<file path="src/rtl/filter_inverse_pkg.sv">
// Shared definitions for the filter / filter_inverse pair: defaults, FSM encoding, counter limit.
package filter_inverse_pkg;

  localparam int unsigned DEF_WIDTH = 32;
  localparam int unsigned DEF_TAPS  = 4;
  localparam int unsigned COUNT_W   = 16;

  localparam logic [COUNT_W-1:0] COUNT_MAX = 16'hFFFF;

  typedef enum logic {
    ST_RESET = 1'b0,
    ST_RUN   = 1'b1
  } state_t;

endpackage

</file>
<file path="src/rtl/filter_inverse_tap_history.sv">
// tap_history: shift register of the last TAPS-1 recovered words plus their modulo-2^WIDTH sum.
module tap_history #(
  parameter int unsigned WIDTH = 32,
  parameter int unsigned TAPS  = 4
) (
  input  logic             clk,
  input  logic             reset,
  input  logic             shift_en,
  input  logic [WIDTH-1:0] d,
  output logic [WIDTH-1:0] sum
);

  localparam int unsigned DEPTH = TAPS - 1;

  logic [WIDTH-1:0] h [DEPTH];
  logic [WIDTH-1:0] sum_q;

  // h[0] is the most recent word
  always_ff @(posedge clk) begin
    if (reset) begin
      for (int unsigned k = 0; k < DEPTH; k++) h[k] <= '0;
    end else if (shift_en) begin
      h[0] <= d;
      for (int unsigned k = 1; k < DEPTH; k++) h[k] <= h[k-1];
    end
  end

  // Running sum tracks the window incrementally, keeping the y-to-x_out path at one subtraction for any TAPS
  always_ff @(posedge clk) begin
    if (reset) begin
      sum_q <= '0;
    end else if (shift_en) begin
      sum_q <= sum_q + d - h[DEPTH-1];
    end
  end

  assign sum = sum_q;

endmodule

</file>
<file path="src/rtl/filter_inverse.sv">
// Streaming inverse of the moving-sum filter: x[n] = y[n] - sum of the previous TAPS-1 recovered samples.
module filter_inverse
  import filter_inverse_pkg::*;
#(
  parameter int unsigned WIDTH = DEF_WIDTH,
  parameter int unsigned TAPS  = DEF_TAPS
) (
  input  logic               clk,
  input  logic               reset,
  input  logic               in_valid,
  input  logic [WIDTH-1:0]   y,
  output logic [WIDTH-1:0]   x_out,
  output logic               out_valid,
  output logic [COUNT_W-1:0] count
);

  state_t           state_q;
  state_t           state_d;
  logic             accept_c;
  logic [WIDTH-1:0] hist_sum;
  logic [WIDTH-1:0] x_new_c;

  always_ff @(posedge clk) begin
    if (reset) state_q <= ST_RESET;
    else       state_q <= state_d;
  end

  // The edge leaving reset only arms the block, so in_valid held through reset is ignored
  always_comb begin
    state_d  = state_q;
    accept_c = 1'b0;
    case (state_q)
      ST_RESET: state_d  = ST_RUN;
      ST_RUN:   accept_c = in_valid;
      default:  state_d  = ST_RESET;
    endcase
  end

  assign x_new_c = y - hist_sum;

  tap_history #(
    .WIDTH (WIDTH),
    .TAPS  (TAPS)
  ) u_tap_history (
    .clk      (clk),
    .reset    (reset),
    .shift_en (accept_c),
    .d        (x_new_c),
    .sum      (hist_sum)
  );

  always_ff @(posedge clk) begin
    if (reset) begin
      x_out     <= '0;
      out_valid <= 1'b0;
      count     <= '0;
    end else begin
      out_valid <= accept_c;
      if (accept_c) begin
        x_out <= x_new_c;
        if (count != COUNT_MAX) count <= count + COUNT_W'(1);
      end
    end
  end

endmodule

</file>
<file path="config.mk">
export PLATFORM = sky130hd
export DESIGN_NAME = filter_inverse
export DESIGN_NICKNAME = d
export VERILOG_FILES = /design/src/rtl/filter_inverse_pkg.sv /design/src/rtl/filter_inverse_tap_history.sv /design/src/rtl/filter_inverse.sv
export SDC_FILE = /design/constraint.sdc
export NUM_CORES = 1
export LEC_CHECK = 0
export CORE_ASPECT_RATIO = 2
export CORE_MARGIN = 2
export CORE_UTILIZATION = 53
export CTS_CLUSTER_SIZE = 28
export DETAILED_ROUTE_END_ITERATION = 8
export PLACE_DENSITY = 0.78
export SLEW_MARGIN = 20
export SYNTH_ARGS = -nofsm -noshare
export SYNTH_HDL_FRONTEND = slang
export SYNTH_SLANG_ARGS = --single-unit
export TNS_END_PERCENT = 50
</file>
<file path="constraint.sdc">
create_clock -name clk -period 6.23 [get_ports clk]
set_clock_uncertainty 0.15 [all_clocks]
set_input_delay 0.623 -clock clk [delete_from_list [all_inputs] [get_ports clk]]
set_output_delay 0.623 -clock clk [all_outputs]
set_load 0.1 [all_outputs]
</file>
==> results.yml <==
critical_path:
  r2r_start: "u_tap_history.sum[5]"
  r2r_slack_ns: 0.50
  crit_slowest_cell: "or4_4"
  path_cells: "clkdlybuf4s50_1 -> inv_1 -> ha_1 -> inv_1 -> fa_1 -> a21o_1 -> a21oi_1 -> o21ai_1 -> a31oi_1 -> o21ai_1 -> a41oi_2 -> o21ai_0 -> xnor2_1 -> fa_1 -> inv_1 -> ha_1 -> or4_4 -> a221oi_4 -> a31oi_2 -> a221o_1 -> a31oi_1 -> nor3_1 -> a221o_1"
  r2r-end: "u_tap_history.sum[29]"
  crit_type: "primary input to register"
  cp.arrival_ns: 6.13
  reg2reg_depth: 22
  max_stage_delay_ns: 0.53
  setup.worst_path.start_class: "primary input"
  cp.required_ns: 6.44
  critical_path_peak_fanout: 3
  crit_top_cell: "inv_1"
  cp_top_family: "compound AO/OA/AOI/OAI gates"
  path_buf_inv: 4
  cp-end-kind: "register"
clock_network:
  cts_made_buffers: 17
  htree_levels: 4
  clkSinkCount: 178
  cts_hold_buf: 0
  cts_tree: "done"
  cts.clk_slew.worst_paths_ns: 0.08
  clkLatencyLatePin_ns: 0.46
  clockBufferDepth: 2
  root_buffer: "clkbuf_16"
sta:
  final_hold_viol_count: 0
  worst_slack_ns: 0.304
  finalCritPeriodShare: 0.951
  hold_ws_ns: 0.299
  finalCriticalPeriod_ns: 5.93
  relSlewSlack: 0.291
  setup_violations: 0
  slew_viol_final: 0
  fmaxAchievable_ghz: 0.169
  worstMarginPinSlew_ns: 1.06
cells_and_area:
  layout-drive-gt1-share: 0.0991
  final_core_util: 0.647
  n_antenna_cell: 0
  nets: 1309
  area_delta_synth_final_pct: 19.7
detailed_routing:
  first_pass_iters: 4
  wl_per_cell_um: 17.4
  drt_first_iter_violations: 366
  drt-total-wl_um: 25300
  vias_per_cell: 5.66
  drcViolationCount: 0
  via_count: 8214
  drtAntennaViolNets: 0
place:
  gp_congestion: 0.900
  port_buffers: 83
  dp_hpwl_um: 18700
  place_ws_ns: -0.416
synthesis:
  ys_ff_latch: 178
  synth-seq-area-share: 0.434
  synthCells: 1061
  netlist-cell-type-count: 71
  yosys.area.top_type_share: 0.277
  syn_area_per_cell_um2: 9.82
  syn-num-nets: 1192
  yosys_warnings: 0
  synthTopCellsByArea: "edfxtp_1 (28%), dfxtp_1 (16%), ha_1 (7.7%), fa_1 (6.1%), and3_1 (4.6%)"
  synth_common_cells: "inv_1 (116), edfxtp_1 (96), nor2_1 (85), dfxtp_1 (82), and3_1 (77)"
  yosysMostFrequentCell: "inv_1"
  syn_area_um2: 10400
  synth_flop_cell: "edfxtp_1"
  synth_edf_count: 96
  synth_top_cell_by_area: "edfxtp_1"
  synth-async-reset-ratio: 0
grt:
  grt_max_degree: 89
  grt_util_all_layers: 0.254
  grt_overflow: 0
  grt_pass1_wl_um: 40400
  antenna_found_initial: 0
  grt_pass1_vias: 8344
floorplanning:
  die_area_um2: 20900
  ios: 84
  start_util: 0.541
  die_h_um: 202
  coreArea_um2: 19300
  die_x_um: 103
  rows: 72
power:
  p_leak_uw: 0.00562
  ir_drop_mv: 0.352
  powerDensity_nw_per_um2: 589
worst_hold_path:
  worstHoldPathType: "register to register"
  hold_depth: 2
  hold_end: "x_out[29]"
  min-delay-start: "x_out[29]"
run:
  drv_cap: 0
status:
  status: "complete, no violations"
per-stage QoR:
step                power (µW)  area [µm²]  std cells  setup TNS [ns]
detailed placement        6210       11900       1417           -2.33
global route              7920       12500       1450         -0.0168
floorplan                 4920       10400       1061               0
global placement          6150       11900       1417           -1.37
CTS                       7330       12400       1449               0
finish                    7350       12500       1450               0
where the power goes:
part | internal (µW) | switching, µW | leakage, µW | total [µW]
Clock | 571 | 517 | 0.000294 | 1090
Sequential | 1390 | 63.9 | 0.00169 | 1460
Combinational | 2060 | 2740 | 0.00364 | 4800
kinds of logic (layout without fill, tap and decap cells):
kind of cell,Yosys count,in the layout,synth area share
simple gates,307,307,0.147
compound gates,256,256,0.166
flops,178,178,0.434
buf+inv,162,292,0.0597
fa+ha+maj,96,96,0.138
xor+xnor,59,59,0.0516
mux,3,3,0.00300
cell usage in the layout (no fill, tap or decap), drive strengths merged, types with 3 or more instances in the layout:
| master | n |
|---|---|
| or2 | 3 |
| nor3 | 11 |
| inv | 127 |
| nand2 | 67 |
| nand3 | 18 |
| a31o | 4 |
| or3 | 13 |
| and4 | 6 |
| ha | 64 |
| fa | 32 |
| clkinv | 4 |
| a221oi | 8 |
| nor2 | 85 |
| a221o | 4 |
| xnor2 | 29 |
| buf | 60 |
| o21bai | 9 |
| a31oi | 9 |
| a21o | 52 |
| clkdlybuf4s50 | 83 |
| xor2 | 29 |
| nor2b | 5 |
| nand4 | 8 |
| dfxtp | 82 |
| o22ai | 7 |
| o211ai | 3 |
| o21a | 12 |
| nand2b | 3 |
| a211oi | 6 |
| or4 | 5 |
| and2 | 3 |
| a2111oi | 3 |
| and3 | 77 |
| o21ai | 48 |
| a21oi | 71 |
| edfxtp | 96 |
| a211o | 4 |
| clkbuf | 17 |
worst register-to-register path, cell delays in order, from the launching register on:
cell	delay, ns
dfxtp_1	0.35
inv_1	0.09
ha_1	0.34
a21o_1	0.18
a221oi_1	0.44
buf_4	0.19
a21oi_1	0.09
nor2_2	0.21
o21bai_1	0.10
buf_4	0.16
a21o_1	0.17
a21oi_1	0.17
xor2_1	0.12
fa_1	0.53
inv_1	0.04
ha_1	0.22
or4_4	0.56
a221oi_4	0.33
a31oi_2	0.19
a221o_1	0.43
a31oi_1	0.24
nor3_1	0.07
a221o_1	0.26
sequential cells by signal (all words and copies together), names as in the netlist:
| name | flops |
|---|---|
| u_tap_history.h | 96 |
| count | 16 |
| u_tap_history.sum | 32 |
| out_valid | 1 |
| state_q | 1 |
| x_out | 32 |
layer usage:
metal | part of all wire | GRT usage | vias to the layer above
met5 | 0 | 0 | -
met4 | 0.049 | 0.142 | 0
met3 | 0.029 | 0.0429 | 66
met2 | 0.56 | 0.462 | 178
met1 | 0.36 | 0.265 | 3993
li1 | - | - | 3977
area by class of cell:
cell class	count	area (µm²)
Tap cell	259	324
Clock buffer	17	425
Fill cell	1616	6800
Sequential cell	178	4520
Timing Repair Buffer	143	1280
Clock inverter	15	165
Inverter	117	442
Multi-Input combinational cell	721	5320
how the worst max path moves through the flow:
stage,depth (start not counted),end,from
after floorplan,24,u_tap_history.sum[30],y[0]
after global placement,25,u_tap_history.sum[31],y[0]
after detailed placement,24,u_tap_history.sum[29],y[0]
after CTS,24,u_tap_history.sum[31],y[0]
after global routing,25,u_tap_history.sum[31],y[0]
final,23,u_tap_history.sum[29],y[0]
timing repair:
| action | in CTS | in global routing |
|---|---|---|
| setup buffers | 0 | 1 |
| gates resized for setup | 0 | 7 |
| endpoints found under the hold margin | 0 | 0 |
| setup endpoints to repair | 0 | 7 |
Note: power is estimated with default switching activity, not from simulation.
